File: config.mk
export PLATFORM = sky130hd
export DESIGN_NAME = otter_ir_pipeline
export DESIGN_NICKNAME = d
export VERILOG_FILES = /design/src/rtl/otter_pkg.sv /design/src/rtl/otter_hazard_detect.sv /design/src/rtl/otter_ir_pipeline.sv
export SDC_FILE = /design/constraint.sdc
export NUM_CORES = 1
export LEC_CHECK = 0
export CORE_MARGIN = 5
export CORE_UTILIZATION = 30
export CTS_CLUSTER_SIZE = 24
export DETAILED_ROUTE_END_ITERATION = 10
export PLACE_DENSITY_LB_ADDON = 0.3
export SLEW_MARGIN = 40
export SYNTH_ARGS = -nofsm -noshare
export SYNTH_HDL_FRONTEND = slang
export SYNTH_SLANG_ARGS = --single-unit
export TNS_END_PERCENT = 30
File: constraint.sdc
create_clock -name CLK -period 3.3 [get_ports CLK]
set_input_delay 0.495 -clock CLK [delete_from_list [all_inputs] [get_ports CLK]]
set_output_delay 0.495 -clock CLK [all_outputs]
set_load 0.03 [all_outputs]
File: src/rtl/otter_pkg.sv
// Shared OTTER definitions: base opcodes, the NOP encoding, register-use helpers
// and the per-stage {ir, pc, v} record used by the instruction-register pipeline.
package otter_pkg;

    localparam int OTTER_XLEN = 32;

    typedef enum logic [6:0] {
        LUI    = 7'b0110111,
        AUIPC  = 7'b0010111,
        JAL    = 7'b1101111,
        JALR   = 7'b1100111,
        BRANCH = 7'b1100011,
        LOAD   = 7'b0000011,
        STORE  = 7'b0100011,
        OP_IMM = 7'b0010011,
        OP     = 7'b0110011,
        SYSTEM = 7'b1110011
    } opcode_t;

    localparam logic [OTTER_XLEN-1:0] NOP = 32'h00000013;

    typedef struct packed {
        logic [OTTER_XLEN-1:0] ir;
        logic [OTTER_XLEN-1:0] pc;
        logic                  v;
    } stage_t;

    localparam stage_t BUBBLE = '{ir: NOP, pc: '0, v: 1'b0};

    // SYSTEM reads rs1 only for the register forms of CSR access (func3[2]=0).
    function automatic logic uses_rs1(input logic [OTTER_XLEN-1:0] ir);
        logic r;
        r = 1'b0;
        case (ir[6:0])
            JALR, BRANCH, LOAD, STORE, OP_IMM, OP: r = 1'b1;
            SYSTEM:                                r = ~ir[14];
            default:                               r = 1'b0;
        endcase
        return r;
    endfunction

    function automatic logic uses_rs2(input logic [OTTER_XLEN-1:0] ir);
        logic r;
        r = 1'b0;
        case (ir[6:0])
            BRANCH, STORE, OP: r = 1'b1;
            default:           r = 1'b0;
        endcase
        return r;
    endfunction

    // Destination register of a load, or x0 when the word is not a load.
    function automatic logic [4:0] load_dest(input logic [OTTER_XLEN-1:0] ir);
        return (ir[6:0] == LOAD) ? ir[11:7] : 5'd0;
    endfunction

endpackage

File: src/rtl/otter_hazard_detect.sv
// Combinational load-use detector: flags a valid load in EXE whose non-zero rd
// is read by the valid instruction currently sitting in DEC.
module otter_hazard_detect
    import otter_pkg::*;
(
    input  logic [OTTER_XLEN-1:0] DEC_IR,
    input  logic                  DEC_V,
    input  logic [OTTER_XLEN-1:0] EXE_IR,
    input  logic                  EXE_V,
    output logic                  hazard
);

    logic [4:0] exe_rd;
    logic       rs1_hit;
    logic       rs2_hit;

    assign exe_rd  = load_dest(EXE_IR);
    assign rs1_hit = uses_rs1(DEC_IR) && (DEC_IR[19:15] == exe_rd);
    assign rs2_hit = uses_rs2(DEC_IR) && (DEC_IR[24:20] == exe_rd);
    assign hazard  = EXE_V && (exe_rd != 5'd0) && DEC_V && (rs1_hit || rs2_hit);

endmodule

File: src/rtl/otter_ir_pipeline.sv
// DEC/EXE/MEM/WB instruction and PC registers for the OTTER core, with flush on
// CLEAR, one-cycle load-use stall, MEM_WAIT freeze and saturating event counters.
module otter_ir_pipeline
    import otter_pkg::*;
#(
    parameter int XLEN  = OTTER_XLEN,
    parameter int CNT_W = 16
) (
    input  logic             CLK,
    input  logic             RST,
    input  logic [XLEN-1:0]  IF_IR,
    input  logic [XLEN-1:0]  IF_PC,
    input  logic             IF_VALID,
    input  logic             CLEAR,
    input  logic             MEM_WAIT,
    output logic [XLEN-1:0]  DEC_IR,
    output logic [XLEN-1:0]  EXE_IR,
    output logic [XLEN-1:0]  MEM_IR,
    output logic [XLEN-1:0]  WB_IR,
    output logic [XLEN-1:0]  DEC_PC,
    output logic [XLEN-1:0]  EXE_PC,
    output logic [XLEN-1:0]  MEM_PC,
    output logic [XLEN-1:0]  WB_PC,
    output logic             DEC_V,
    output logic             EXE_V,
    output logic             MEM_V,
    output logic             WB_V,
    output logic             STALL,
    output logic [CNT_W-1:0] STALL_CNT,
    output logic [CNT_W-1:0] FLUSH_CNT
);

    localparam logic [CNT_W-1:0] CNT_ONE = {{(CNT_W-1){1'b0}}, 1'b1};

    stage_t dec_q, exe_q, mem_q, wb_q;
    stage_t if_stage;
    logic   hazard;

    otter_hazard_detect u_hazard (
        .DEC_IR (dec_q.ir),
        .DEC_V  (dec_q.v),
        .EXE_IR (exe_q.ir),
        .EXE_V  (exe_q.v),
        .hazard (hazard)
    );

    assign if_stage = IF_VALID ? '{ir: IF_IR, pc: IF_PC, v: 1'b1} : BUBBLE;
    assign STALL    = hazard & ~CLEAR & ~MEM_WAIT;

    // Priority: reset, memory freeze, flush, load-use stall, then normal advance.
    always_ff @(posedge CLK) begin
        if (RST) begin
            dec_q     <= BUBBLE;
            exe_q     <= BUBBLE;
            mem_q     <= BUBBLE;
            wb_q      <= BUBBLE;
            STALL_CNT <= '0;
            FLUSH_CNT <= '0;
        end else if (MEM_WAIT) begin
            dec_q <= dec_q;
        end else if (CLEAR) begin
            wb_q  <= mem_q;
            mem_q <= exe_q;
            exe_q <= BUBBLE;
            dec_q <= BUBBLE;
            if (FLUSH_CNT != '1)
                FLUSH_CNT <= FLUSH_CNT + CNT_ONE;
        end else if (hazard) begin
            wb_q  <= mem_q;
            mem_q <= exe_q;
            exe_q <= BUBBLE;
            if (STALL_CNT != '1)
                STALL_CNT <= STALL_CNT + CNT_ONE;
        end else begin
            wb_q  <= mem_q;
            mem_q <= exe_q;
            exe_q <= dec_q;
            dec_q <= if_stage;
        end
    end

    assign DEC_IR = dec_q.ir;
    assign EXE_IR = exe_q.ir;
    assign MEM_IR = mem_q.ir;
    assign WB_IR  = wb_q.ir;
    assign DEC_PC = dec_q.pc;
    assign EXE_PC = exe_q.pc;
    assign MEM_PC = mem_q.pc;
    assign WB_PC  = wb_q.pc;
    assign DEC_V  = dec_q.v;
    assign EXE_V  = exe_q.v;
    assign MEM_V  = mem_q.v;
    assign WB_V   = wb_q.v;

endmodule

# Yosys cells after proc, flatten, opt, wreduce, memory -nomap -nowiden
# Index checks and enable logic that the tools add are counted.
[totals] input_bits=69 ff_bits=292 output_inout_bits=293
[op_classes] bitwise=5 n_addsub=2 reduce_logical=12 n_mux=8 n_eq_ne=13
[op_table] op="$mux W65" count=5
[op_table] op="$add A16 B1 Y16 const B" count=2
[op_table] op="$ne A16 B16 Y1 const B" count=2
[op_table] op="$eq A7 B7 Y1 const B" count=3
[op_table] op="$eq A7 B2 Y1 const B" count=2
[op_table] op="$eq A7 B6 Y1 const B" count=2
[op_table] op="$eq A5 B5 Y1" count=2
[op_table] op="$eq A7 B5 Y1 const B" count=1
[op_table] op="$reduce_or A6 Y1" count=1
[op_table] op="$logic_and A1 B1 Y1" count=5
[op_table] op="$mux W5" count=1
[op_table] op="$reduce_bool A5 Y1" count=1
[op_table] op="$reduce_and A4 Y1" count=1
[op_table] op="$not A1 Y1" count=3
[op_table] op="$reduce_and A3 Y1" count=1
[op_table] op="$reduce_or A3 Y1" count=1
[op_table] op="$and A1 B1 Y1" count=2
[op_table] op="$ne A2 B2 Y1 const B" count=1
[op_table] op="$pmux W1 S2" count=1
[op_table] op="$reduce_and A2 Y1" count=1
[op_table] op="$logic_or A1 B1 Y1" count=1
[op_table] op="$mux W1" count=1

# Logic depth before layout (Yosys ltp)
# Gate-level depths: netlist of the first run.
[depth] word_depth=8 depth_mapped=10 depth_no_buf=7

# Cells and area by module
# From an unflattened synthesis of the first run, not the netlist that was laid out.
[hier_totals] cells_unflattened=1096 hier_area_um2=10747.8
[by_module_without_submodules] mod="otter_ir_pipeline" instances=1 cells_per_inst=1058 seq_area_each_um2=5845.6 area_per_inst_um2=10477.5
[by_module_without_submodules] mod="otter_hazard_detect" instances=1 cells_per_inst=38 seq_area_each_um2=0.0 area_per_inst_um2=270.3

# Least setup slack after synthesis of the first run
# No wires, ideal clock.
[synth_path] path_kind="register to output" startpoint="register exe_q, in the netlist EXE_IR[11]" endpoint="output STALL" n_path_buf=1 slack_ns=0.500 t_arrival_ns=2.305 path_stages_with_launch=8 path_cell_list="dfxtp_1 -> buf_2 -> nor4bb_1 -> a31oi_1 -> o32a_2 -> nor3_4 -> nor2_4 -> nor3_1"
[synth_via] elab_chain_len=7 word_cells_on_any_way=12 cone_classes="2 x eq/ne; 1 x mux; 2 x bitwise; 7 x reduce/logical"
[synth_lines] item="start: declaration" line_no="otter_ir_pipeline.sv:35" source="stage_t dec_q, exe_q, mem_q, wb_q;"
[synth_lines] item="start signal: assignment" line_no="otter_ir_pipeline.sv:77" source="exe_q <= dec_q;"
[synth_lines] item="$mux W5 (*)" line_no="otter_pkg.sv:54" source="return (ir[6:0] == LOAD) ? ir[11:7] : 5'd0;"
[synth_lines] item="$eq A5 B5 Y1, or another cell as far along" line_no="otter_hazard_detect.sv:18" source="assign rs1_hit = uses_rs1(DEC_IR) && (DEC_IR[19:15] == exe_rd);"
[synth_lines] item="$logic_and A1 B1 Y1 (on tied branches)" line_no="otter_hazard_detect.sv:18, otter_hazard_detect.sv:19, otter_hazard_detect.sv:20"
[synth_lines] item="$logic_or A1 B1 Y1 / $logic_and A1 B1 Y1 (equally long branches)" line_no="otter_hazard_detect.sv:20" source="assign hazard = EXE_V && (exe_rd != 5'd0) && DEC_V && (rs1_hit || rs2_hit);"
[synth_lines] item="$logic_and A1 B1 Y1 (*)" line_no="otter_hazard_detect.sv:20"
[synth_lines] item="$and A1 B1 Y1 (*) (2 in a row)" line_no="otter_ir_pipeline.sv:48" source="assign STALL = hazard & ~CLEAR & ~MEM_WAIT;"
[synth_lines] item="end: declaration" line_no="otter_ir_pipeline.sv:28" source="output logic STALL,"
# Mark *: on every way between the ends. The rest lies on a longest branch, timed or not.

# Worst setup path in the final report of the first run
[layout_path] startpoint="register dec_q, in the netlist DEC_IR[1]" endpoint="output STALL"
[layout_via] elab_chain_len=8 word_cells_on_any_way=17 cone_classes="7 x eq/ne; 2 x mux; 2 x bitwise; 6 x reduce/logical"
[layout_lines] item="start: declaration" line_no="otter_ir_pipeline.sv:35"
[layout_lines] item="start signal: assignment" line_no="otter_ir_pipeline.sv:60" source="dec_q <= dec_q;"
[layout_lines] item="start signal: assignment" line_no="otter_ir_pipeline.sv:78" source="dec_q <= if_stage;"
[layout_lines] item="$eq A7 B7 Y1, or another cell as far along" line_no="otter_pkg.sv:34" source="case (ir[6:0])"
[layout_lines] item="$reduce_or A6 Y1 / $reduce_or A3 Y1 (equally long branches)" line_no="otter_pkg.sv:34, otter_pkg.sv:45"
[layout_lines] item="$pmux W1 S2 / $mux W1 (equally long branches)" line_no="otter_pkg.sv:34, otter_pkg.sv:45"
[layout_lines] item="$logic_and A1 B1 Y1 (on tied branches)" line_no="otter_hazard_detect.sv:18, otter_hazard_detect.sv:19"
[layout_lines] item="$logic_or A1 B1 Y1 (*)" line_no="otter_hazard_detect.sv:20"
[layout_lines] item="$logic_and A1 B1 Y1 (*)" line_no="otter_hazard_detect.sv:20"
[layout_lines] item="$and A1 B1 Y1 (*) (2 in a row)" line_no="otter_ir_pipeline.sv:48"
# Marks and branches as above.

==> summary.txt, run 1 <==
DRT
------------------------------------------------------------------------------------------------------
Via-to-Cell Ratio                                                                                 4.82
Via count                                                                                        8,607
Drt total wl                                                                                   34.5 mm
Number of DRC violations after detailed-routing iteration 0                                        281
Met2 routed wirelength                                                                         15.7 mm
Count of nets left with antenna violations after detail routing                                      0
Met1 routed wirelength after detailed routing                                                  14.6 mm
Top Metal Used                                                                                    met5
Detailed route wirelength on metal3                                                            3.26 mm
Number of iterations in the first detailed-routing pass                                              5
Residual DRC count                                                                                   0
Per-cell routed wire length                                                                    19.3 µm

WORST SETUP PATH
------------------------------------------------------------------------------------------------------
Total buffers and inverters traversed by the critical path                                           1
Data required, critical path                                                                   2.80 ns
Critical-path cell list                                                                   nand3b_1 > a2111oi_0 > o21ai_1 > and3b_4 > nor2_4 > nor3_2 > buf_12
Element type at the critical path start                                                      flip-flop
WP data arrival                                                                                2.64 ns
Critical path capture point type                                                            output pin
Crit path max-delay cell type                                                                a2111oi_0
Flop2flop setup slack                                                                          0.50 ns
Maximum single-stage delay on the critical path                                                0.51 ns
Biggest fanout along the worst timing path                                                           4
Worst Path Class, Setup                                                                   flip-flop to output pin
Kind of cell adding the most delay to the critical path                                   simple AND/OR/NAND/NOR gates

SYNTH
------------------------------------------------------------------------------------------------------
Number of flip-flops and latches in the synthesized netlist                                        292
Post-synthesis instance area                                                                10,600 µm²
Top area cells in the synthesized netlist                                                 dfxtp_1 55%, mux2i_1 12%, a22o_1 9.9%
Post-synth ARST share                                                                                0
Synthesized area per cell                                                                     11.0 µm²
Proportion of synthesized chip area in sequential cells                                          0.553
Distinct cell type count after synthesis                                                            62
Synthesis warning total                                                                              0
Net count of the mapped netlist                                                                  1,036
Post-synth EDFFs                                                                                     0
Portion of synthesized cell area occupied by the leading cell type                               0.553
Top_reg_cell synth                                                                             dfxtp_1
Post-Synthesis Cells                                                                               965
Post-synthesis cell type with the largest combined area                                        dfxtp_1

CTS
------------------------------------------------------------------------------------------------------
CTS tree                                                                                           yes
Cell at the root of the clock tree                                                           clkbuf_16
Clock transition at the register clock pins on the worst setup and hold paths after CTS        0.05 ns
Clock buffer count from CTS                                                                         35
Post-CTS setup buffer count                                                                          0
Clk Latency, worst-skew pair                                                                   0.51 ns
Clk sinks                                                                                          292
CTS Buffer Depth                                                                                     3
CTS H-tree depth                                                                                     2

FLOORPLANNING
------------------------------------------------------------------------------------------------------
Die ar.                                                                                     39,100 µm²
Die boundary width                                                                              198 µm
Vertical die dimension                                                                          198 µm
Initial standard-cell utilization of the core                                                    0.305
Number of rows created at floorplan                                                                 68
Core region area                                                                            34,700 µm²
# IOs                                                                                              362

FINISH
------------------------------------------------------------------------------------------------------
Fraction of layout cells with a size suffix above 1                                             0.0693
Area used by sequential logic in the layout                                                   5850 µm²
Final instance area                                                                         15,700 µm²
FILL cells                                                                                       3,291
Number of standard cells in the layout, taps in and fillers out                                  1,786
Area of combinational cells with multiple inputs                                              4350 µm²
Post-layout util                                                                                 0.452
Most used cells in the layout excluding fill and tap cells                                358 x clkdlybuf4s50_1, 292 x dfxtp_1, 160 x nor2_1, 127 x mux2i_1, 120 x a22o_1
Post-synthesis to final-layout area growth                                                       48.4%
Most common cell after layout, fill and taps aside                                        clkdlybuf4s50_1
Final nets                                                                                       1,378

PLACEMENT
------------------------------------------------------------------------------------------------------
HPWL reported at the end of detailed placement                                                 24.3 mm
Final RePlAce weighted congestion                                                                0.760
Cell total after placement                                                                       1,725
Number of port buffers                                                                             361
Worst Setup Slack post-DPL                                                                    0.548 ns
Cell area reported after detailed placement                                                 14,600 µm²

POWER
------------------------------------------------------------------------------------------------------
Seq pwr share                                                                                    0.458
Power per standard cell area                                                                501 nW/µm²
Clock share of power                                                                             0.482
Sw Ratio                                                                                         0.221
Switching power                                                                                1.73 mW
Peak supply drop                                                                            0.000345 V
Power consumption                                                                              7.86 mW
Internal Power                                                                                 6.13 mW
Part of the total power dissipated in combinational logic                                        0.061
Pleak                                                                                          6.09 nW

HOLD PATH
------------------------------------------------------------------------------------------------------
Path category of the worst min-delay check                                                input port to flip-flop

STA
------------------------------------------------------------------------------------------------------
Number of failing setup endpoints in the final timing report                                         0
Hold WS                                                                                       0.409 ns
Slew at the pin with the worst max-slew slack                                                 0.801 ns
Worst-case setup margin in the final layout                                                   0.167 ns
Count of final hold-check violations                                                                 0
Maximum achievable frequency                                                                 0.319 GHz
Clock skew after layout                                                                      0.0286 ns
Number of slew-limit violations in the final report                                                  0
TNS Setup                                                                                         0 ns
Relative max-transition margin                                                                   0.466
Part of the cycle the worst path needs                                                           0.949
Fin crit period                                                                                3.13 ns
Unrepaired setup endpoints after global routing                                                     no

GLOBAL ROUTE
------------------------------------------------------------------------------------------------------
Number of antenna violations at the first check in global routing                                    3
Pin count of the biggest net entering global routing                                                94
Number of global-route vias before repair                                                        8,491
Total routing resource utilization after global routing                                          0.167
Global-route wire length before repair                                                         52.1 mm
Total global routing overflow                                                                        0

RUN STATUS
------------------------------------------------------------------------------------------------------
Outcome                                                                                   finished clean

FLOW RUN
------------------------------------------------------------------------------------------------------
Number of maximum-capacitance constraint violations                                                  0

worst reg2reg max path: stages, from the launching register on:
cell	delay, ns
dfxtp_1	0.38
nor4_4	0.44
nand2_2	0.15
or3_1	0.55
nor3_1	0.26
a22o_1	0.38
and2_1	0.19
mux2_2	0.32
kinds of logic after synthesis:
logic type,count (synthesis),synth area share
xor+xnor,19,0.0157
buf+inv,75,0.0377
mux,132,0.126
simple gates,270,0.125
compound gates,175,0.141
flops,292,0.553
fa+ha+maj,2,0.00237
final timing paths:
kind         cells after the start  startpoint           end
max                              7   DEC_IR[1]         STALL
min                              2         RST    MEM_IR[29]
max reg2reg                      7   EXE_IR[3]  STALL_CNT[9]
min reg2reg                      1    WB_IR[4]      WB_IR[4]
final cells by class:
class,count,area share
Clock buffer,52,0.0624
Timing Repair Buffer,375,0.241
Antenna cell,3,0.000478
Sequential cell,292,0.373
Inverter,5,0.00120
Tap cell,455,0.0363
Multi-Input combinational cell,598,0.277
Clock inverter,6,0.00853
flip-flops by register name, indices dropped and copies added, names as in the netlist:
name / flops
DEC_IR: 32
DEC_PC: 32
DEC_V: 1
EXE_IR: 32
EXE_PC: 32
EXE_V: 1
FLUSH_CNT: 16
MEM_IR: 32
MEM_PC: 32
MEM_V: 1
STALL_CNT: 16
WB_IR: 32
WB_PC: 32
WB_V: 1
power groups by stage:
stage | registers, mW | clock network, mW | logic, mW
after global placement | 3.67 | 0 | 0.478
after global routing | 3.60 | 4.06 | 0.505
after detailed placement | 3.67 | 0 | 0.479
after CTS | 3.60 | 3.91 | 0.481
after floorplan | 3.73 | 0 | 0.206
final | 3.60 | 3.79 | 0.476
cells in the mapped netlist, drive strengths merged (2+ instances only):
cell type  number
xor2           14
nor4            4
nor4bb          3
or2             3
inv             5
o21bai          2
o31ai           3
a22o          124
o21ai           5
buf            41
o32ai           2
nor3           14
or4             4
nand3          12
nand3b          4
o32a            3
dfxtp         292
clkbuf         29
and3b           2
nand4           7
mux2i         127
xnor2           5
or3             4
a311oi          2
nand2          15
nand2b          4
a31o            2
mux2            5
ha              2
a31oi           7
a211o           6
and2            3
nor2b          16
and4            7
a21oi          10
nor2          162
and3            5
per-layer routing:
| layer | track usage | vias to the layer above |
|---|---|---|
| met2 | 0.270 | 286 |
| met4 | 0.0482 | 4 |
| met3 | 0.0670 | 66 |
| met5 | 0 | - |
| met1 | 0.208 | 4101 |
| li1 | - | 4150 |
timing repair:
item / CTS / global route
endpoints found under the setup margin: 0 / 1
resized for setup: 0 / 1
endpoints found under the hold margin: 0 / 0
hold buffers: 0 / 0
Power figures use the tool's default switching activity.
==> run 2: changes to the inputs <==
--- a/config.mk
+++ b/config.mk
@@ -5,6 +5,7 @@
 export SDC_FILE = /design/constraint.sdc
 export NUM_CORES = 1
 export LEC_CHECK = 0
+export CORE_ASPECT_RATIO = 0.7
 export CORE_MARGIN = 5
 export CORE_UTILIZATION = 30
 export CTS_CLUSTER_SIZE = 24
==> summary.txt, run 2 (synthesis gave the netlist of run 1 again) <==
CTS
------------------------------------------------------------------------------------------------------
Cell at the root of the clock tree                                                           clkbuf_16
CTS H-tree depth                                                                                     1   -1
Clock transition at the register clock pins on the worst setup and hold paths after CTS        0.07 ns   +0.02 ns
Clock buffer count from CTS                                                                         30   -14%
Clk Latency, worst-skew pair                                                                   0.57 ns   +0.06 ns
CTS tree                                                                                           yes
Quantity of hold-fixing buffers added after cts                                                      0   unchanged
Clk sinks                                                                                          292   unchanged
CTS Buffer Depth                                                                                     3   unchanged

DRT
------------------------------------------------------------------------------------------------------
Drt total wl                                                                                   35.1 mm   +1.7%
Count of nets left with antenna violations after detail routing                                      0   unchanged
Number of iterations in the first detailed-routing pass                                              5   unchanged
Via count                                                                                        8,578   -0.34%
Via-to-Cell Ratio                                                                                 4.77   -1.1%
Residual DRC count                                                                                   0   unchanged
Per-cell routed wire length                                                                    19.5 µm   +0.99%
Number of DRC violations after detailed-routing iteration 0                                        527   +88%

WORST SETUP PATH
------------------------------------------------------------------------------------------------------
Worst Path Class, Setup                                                                   flip-flop to output pin
Element type at the critical path start                                                      flip-flop
Maximum single-stage delay on the critical path                                                0.46 ns   -0.05 ns
Startpoint of the worst register-to-register path                                           EXE_IR[10]
Launch point of the worst path                                                               DEC_IR[1]
Critical-path cell list                                                                   nand3b_1 > a2111oi_2 > o21ai_1 > and3b_4 > nor2_4 > nor3_1 > buf_4 > buf_12
Critical path capture point type                                                            output pin
Reg2Reg Capture Point                                                                       DEC_PC[10]
Length in cells of the worst reg-to-reg path                                                         8   +1
Flop2flop setup slack                                                                          0.47 ns   -0.03 ns
Data required, critical path                                                                   2.80 ns   about the same
Crit path max-delay cell type                                                                  dfxtp_1
Termination of the worst setup path                                                              STALL
Biggest fanout along the worst timing path                                                           4   unchanged
WP data arrival                                                                                2.64 ns   about the same

FLOORPLANNING
------------------------------------------------------------------------------------------------------
Number of rows created at floorplan                                                                 57   -16%
Core region area                                                                            34,700 µm²   about the same
Die boundary width                                                                              234 µm   +19%
# IOs                                                                                              362   unchanged
Vertical die dimension                                                                          167 µm   -16%
Initial standard-cell utilization of the core                                                    0.304   about the same
Die ar.                                                                                     39,200 µm²   +0.15%

STA
------------------------------------------------------------------------------------------------------
Relative max-transition margin                                                                   0.518   +0.0528
Maximum achievable frequency                                                                 0.319 GHz   about the same
Unrepaired setup endpoints after global routing                                                     no
Clock skew after layout                                                                      0.0107 ns   -0.0179 ns
Number of slew-limit violations in the final report                                                  0   unchanged
Hold WS                                                                                       0.222 ns   -0.187 ns
Number of failing setup endpoints in the final timing report                                         0   unchanged
Fin crit period                                                                                3.13 ns   +0.00155 ns
Slew at the pin with the worst max-slew slack                                                 0.722 ns   -0.0792 ns
Count of final hold-check violations                                                                 0   unchanged
Part of the cycle the worst path needs                                                           0.950   about the same
TNS Setup                                                                                         0 ns   unchanged

PLACEMENT
------------------------------------------------------------------------------------------------------
Cell area reported after detailed placement                                                 14,600 µm²   +0.40%
Number of port buffers                                                                             361   unchanged
Final RePlAce weighted congestion                                                                0.774   +1.8%
HPWL reported at the end of detailed placement                                                 24.7 mm   +1.6%

POWER
------------------------------------------------------------------------------------------------------
Power per standard cell area                                                                497 nW/µm²   -0.85%
Pleak                                                                                          6.09 nW   +0.10%
Peak supply drop                                                                            0.000291 V   -16%

FINISH
------------------------------------------------------------------------------------------------------
Most used cells in the layout excluding fill and tap cells                                358 x clkdlybuf4s50_1, 290 x dfxtp_1, 160 x nor2_1, 127 x mux2i_1, 120 x a22o_1
Post-layout util                                                                                 0.453   +0.000836
Most common cell after layout, fill and taps aside                                        clkdlybuf4s50_1
Fraction of layout cells with a size suffix above 1                                             0.0754   +0.00608
Final nets                                                                                       1,374   -0.29%
Number of antenna diodes                                                                             0   -3
Final instance area                                                                         15,700 µm²   +0.24%
Post-synthesis to final-layout area growth                                                       48.7%

RUN STATUS
------------------------------------------------------------------------------------------------------
Outcome                                                                                   finished clean

GLOBAL ROUTE
------------------------------------------------------------------------------------------------------
Global-route wire length before repair                                                         53.4 mm   +2.5%
Number of global-route vias before repair                                                        8,421   -0.82%
Total global routing overflow                                                                        0   unchanged
Number of antenna violations at the first check in global routing                                    0   -3
Total routing resource utilization after global routing                                          0.171   +0.00359
Pin count of the biggest net entering global routing                                               122   +30%

HOLD PATH
------------------------------------------------------------------------------------------------------
Path category of the worst min-delay check                                                input port to flip-flop

FLOW RUN
------------------------------------------------------------------------------------------------------
Number of maximum-capacitance constraint violations                                                  0   unchanged

[run 2: changes by cell type in the layout (fill, tap and decap cells not counted), sizes merged]
| cell | delta |
|---|---|
| clkbuf | -10 |
| diode | -3 |
| clkinv | +4 |
| buf | +1 |
| bufinv | +2 |
| clkinvlp | +2 |
[run 2: report_power, final]
part / switching [mW] / internal [mW] / total (mW)
registers: 0.0369 / 3.56 / 3.60
clock network: 1.45 / 2.28 / 3.73
logic: 0.267 / 0.216 / 0.483
total: 1.75 / 6.06 / 7.81
[run 2: area by class of cell]
cell class / instances / area (µm²)
clock buffers: 42 / 856
inverters: 5 / 18.8
multi-input cells: 598 / 4350
clock inverters: 14 / 240
well taps: 472 / 591
fillers: 3265 / 19000
flip-flops and latches: 292 / 5850
repair buffers: 376 / 3830
[run 2: metal layers]
layer,up-vias,wire [µm],track usage
li1,4154,-,-
met1,4126,15900,0.231
met2,252,16000,0.274
met3,46,2550,0.0504
met4,0,689,0.0348
met5,-,0,0
[run 2: metrics by stage]
stage	power (mW)	std cells	setup slack, ns
after global routing	8.09	1799	0.00141
after CTS	7.91	1799	0.0199
after global placement	4.16	1742	0.528
final	7.81	1799	0.165
after detailed placement	4.16	1743	0.531
after floorplan	3.93	965	0.500
[run 2: worst min path at each step]
stage / from / end / slack, ns / depth (start not counted)
after floorplan: DEC_IR[4] / EXE_IR[4] / 0.62 / 2
after global placement: WB_IR[4] / WB_IR[4] / 0.45 / 1
after detailed placement: WB_IR[4] / WB_IR[4] / 0.46 / 1
after CTS: MEM_WAIT / MEM_IR[0] / 0.19 / 2
after global routing: MEM_WAIT / MEM_IR[0] / 0.21 / 2
final: MEM_WAIT / MEM_IR[0] / 0.22 / 2
[run 2: critical path, delay by kind of cell (launching register included)]
family | cells | cell delay (ns)
AO/OA/AOI/OAI | 2 | 0.57
buffers and inverters | 2 | 0.27
flip-flops | 1 | 0.46
AND/OR/NAND/NOR | 4 | 0.76
[run 2: repair_timing]
action / CTS / global route
gates cloned: 0 / 0
pin swaps: 0 / 1
endpoints found under the setup margin: 1 / 1
endpoints found under the hold margin: 0 / 0
gates resized for setup: 1 / 3
setup buffers: 0 / 0
==> run 3: changes to the inputs <==
--- a/config.mk
+++ b/config.mk
@@ -8,6 +8,8 @@
 export CORE_ASPECT_RATIO = 0.7
 export CORE_MARGIN = 5
 export CORE_UTILIZATION = 30
+export CTS_BUF_LIST = sky130_fd_sc_hd__clkbuf_16
+export CTS_CLUSTER_DIAMETER = 60
 export CTS_CLUSTER_SIZE = 24
 export DETAILED_ROUTE_END_ITERATION = 10
 export PLACE_DENSITY_LB_ADDON = 0.3
==> summary.txt, run 3 (synthesis gave the netlist of run 1 again) <==
RUN STATUS
------------------------------------------------------------------------------------------------------
Outcome                                                                                   finished clean

DRT
------------------------------------------------------------------------------------------------------
Via-to-Cell Ratio                                                                                 4.77   about the same
Count of nets left with antenna violations after detail routing                                      0   unchanged
Drt total wl                                                                                   34.6 mm   -1.4%
Via count                                                                                        8,448   -1.5%
Residual DRC count                                                                                   0   unchanged
Per-cell routed wire length                                                                    19.5 µm   about the same
Number of DRC violations after detailed-routing iteration 0                                        498   -5.5%
Number of iterations in the first detailed-routing pass                                              5   unchanged

STA
------------------------------------------------------------------------------------------------------
Worst-case setup margin in the final layout                                                   0.196 ns   +0.0305 ns
Clock skew after layout                                                                      0.0269 ns   +0.0162 ns
Part of the cycle the worst path needs                                                           0.941   -0.00924
Slew at the pin with the worst max-slew slack                                                 0.709 ns   -0.0138 ns
Maximum achievable frequency                                                                 0.322 GHz   +0.98%
Number of failing setup endpoints in the final timing report                                         0   unchanged
Fin crit period                                                                                3.10 ns   -0.0305 ns
TNS Setup                                                                                         0 ns   unchanged
Number of slew-limit violations in the final report                                                  0   unchanged
Count of final hold-check violations                                                                 0   unchanged
Unrepaired setup endpoints after global routing                                                     no
Relative max-transition margin                                                                   0.528   +0.00917

HOLD PATH
------------------------------------------------------------------------------------------------------
Path category of the worst min-delay check                                                input port to flip-flop

WORST SETUP PATH
------------------------------------------------------------------------------------------------------
WP data arrival                                                                                2.61 ns   -0.03 ns
Data required, critical path                                                                   2.80 ns   about the same
Worst Path Class, Setup                                                                   flip-flop to output pin
Critical-path cell list                                                                   nor4bb_1 > a31oi_1 > o32ai_1 > and3b_4 > nor2_4 > nor3_1 > buf_4 > buf_12
Element type at the critical path start                                                      flip-flop
Critical path capture point type                                                            output pin
Maximum single-stage delay on the critical path                                                0.64 ns   +0.18 ns
Total buffers and inverters traversed by the critical path                                           2   unchanged
Crit path max-delay cell type                                                                  dfxtp_1
Kind of cell adding the most delay to the critical path                                   simple AND/OR/NAND/NOR gates
Biggest fanout along the worst timing path                                                          10   +6

POWER
------------------------------------------------------------------------------------------------------
Peak supply drop                                                                            0.000256 V   -12%
Clock share of power                                                                             0.389   -0.089
Part of the total power dissipated in combinational logic                                        0.072   +0.010
Pleak                                                                                          5.87 nW   -3.7%
Internal Power                                                                                 5.04 mW   -17%
Sw Ratio                                                                                         0.245   +0.0205
Switching power                                                                                1.64 mW   -6.8%
Power per standard cell area                                                                437 nW/µm²   -12%
Seq pwr share                                                                                    0.538   +0.078

CTS
------------------------------------------------------------------------------------------------------
Clock buffer count from CTS                                                                         19   -37%
Post-CTS setup buffer count                                                                          0   unchanged
CTS H-tree depth                                                                                     1   unchanged
Cell at the root of the clock tree                                                           clkbuf_16
CTS Buffer Depth                                                                                     3   unchanged
CTS tree                                                                                           yes
Clock transition at the register clock pins on the worst setup and hold paths after CTS        0.09 ns   +0.02 ns
Quantity of hold-fixing buffers added after cts                                                      0   unchanged
Clk Latency, worst-skew pair                                                                   0.53 ns   -0.04 ns
Clk sinks                                                                                          292   unchanged

GLOBAL ROUTE
------------------------------------------------------------------------------------------------------
Pin count of the biggest net entering global routing                                               122   unchanged
Met3 Use GR                                                                                     0.0485   -0.00187
Number of global-route vias before repair                                                        8,240   -2.1%
Total global routing overflow                                                                        0   unchanged
Met1 usage in global routing                                                                     0.229   -0.00215
Number of antenna violations at the first check in global routing                                    0   unchanged
M2 GR Usage                                                                                      0.271   -0.00327
Global-route wire length before repair                                                         52.6 mm   -1.5%
Total routing resource utilization after global routing                                          0.169   -0.00245
Routing layer with the top usage in global route                                                  met2

FLOORPLANNING
------------------------------------------------------------------------------------------------------
Initial standard-cell utilization of the core                                                    0.304   unchanged
Number of rows created at floorplan                                                                 57   unchanged
Die ar.                                                                                     39,200 µm²   unchanged
# IOs                                                                                              362   unchanged
Die boundary width                                                                              234 µm   unchanged
Core region area                                                                            34,700 µm²   unchanged
Vertical die dimension                                                                          167 µm   unchanged

PLACEMENT
------------------------------------------------------------------------------------------------------
Final RePlAce weighted congestion                                                                0.774   unchanged
HPWL reported at the end of detailed placement                                                 24.7 mm   unchanged
Worst Setup Slack post-DPL                                                                    0.531 ns   unchanged
Number of port buffers                                                                             361   unchanged

FINISH
------------------------------------------------------------------------------------------------------
Most common cell after layout, fill and taps aside                                        clkdlybuf4s50_1
Most used cells in the layout excluding fill and tap cells                                358 x clkdlybuf4s50_1, 292 x dfxtp_1, 160 x nor2_1, 127 x mux2i_1, 120 x a22o_1
Number of antenna diodes                                                                             0   unchanged
Post-synthesis to final-layout area growth                                                       44.4%
Final nets                                                                                       1,363   -0.80%
Fraction of layout cells with a size suffix above 1                                             0.0585   -0.0169

FLOW RUN
------------------------------------------------------------------------------------------------------
Number of maximum-capacitance constraint violations                                                  0   unchanged

-- run 3: cell types whose count changed in the layout (fill, tap and decap cells not counted), moves of 2 or more --
| cell | change |
|---|---|
| dfxtp_1 | +2 |
| dfxtp_2 | -2 |
| clkinv_2 | -4 |
| clkbuf_8 | -6 |
| clkbuf_1 | -6 |
| clkinvlp_4 | -2 |
| bufinv_16 | -4 |
| clkbuf_16 | -11 |
-- run 3: power groups by stage --
stage / Combinational [mW] / Sequential [mW] / Clock [mW]
floorplan: 0.206 / 3.73 / 0
global placement: 0.483 / 3.67 / 0
detailed placement: 0.487 / 3.67 / 0
CTS: 0.489 / 3.59 / 2.70
global route: 0.511 / 3.60 / 2.84
finish: 0.483 / 3.59 / 2.60
-- run 3: final cells by class --
type,count,area (µm²)
fill,3293,19500
multi-input combinational,598,4350
tap,472,591
inverter,5,18.8
clock inverter,10,161
sequential,292,5850
clock buffer,19,475
timing repair buffer,376,3830
-- run 3: worst reg2reg max path, stage by stage, from the launching register on --
cell and delay [ns]:
dfxtp_1 0.44, or2_2 0.34, nor4_1 0.33, or3_1 0.37, nor2_1 0.09, a221o_1 0.41, nor2_8 0.23, buf_12 0.30
a22o_1 0.23
-- run 3: timing repair --
item / 4_1_cts / 5_1_grt
pin swaps: 0 / 1
setup endpoints to repair: 1 / 1
gates resized for setup: 1 / 1
endpoints found under the hold margin: 0 / 0
-- run 3: worst paths after layout --
check	start	endpoint	slack, ns	cells past startpoint
max reg2reg	EXE_IR[10]	DEC_PC[25]	0.49	8
max	EXE_IR[9]	STALL	0.20	8
min reg2reg	WB_IR[4]	WB_IR[4]	0.47	1
min	MEM_WAIT	MEM_IR[0]	0.25	2
-- run 3: layer usage --
layer / wire length (µm) / up-vias
li1: - / 4114
met1: 15600 / 4066
met2: 15900 / 237
met3: 2420 / 31
met4: 653 / 0
met5: 0 / -
-- run 3: per-stage QoR --
step | power (mW) | utilization | hold slack, ns | instances | area, µm²
after floorplan | 3.93 | - | 0.616 | 965 | 10600
after global placement | 4.16 | 0.420 | 0.448 | 1742 | 14600
after detailed placement | 4.16 | 0.421 | 0.457 | 1743 | 14600
after CTS | 6.78 | 0.439 | 0.222 | 1772 | 15300
after global routing | 6.94 | 0.440 | 0.237 | 1772 | 15300
final | 6.67 | 0.440 | 0.255 | 1772 | 15300
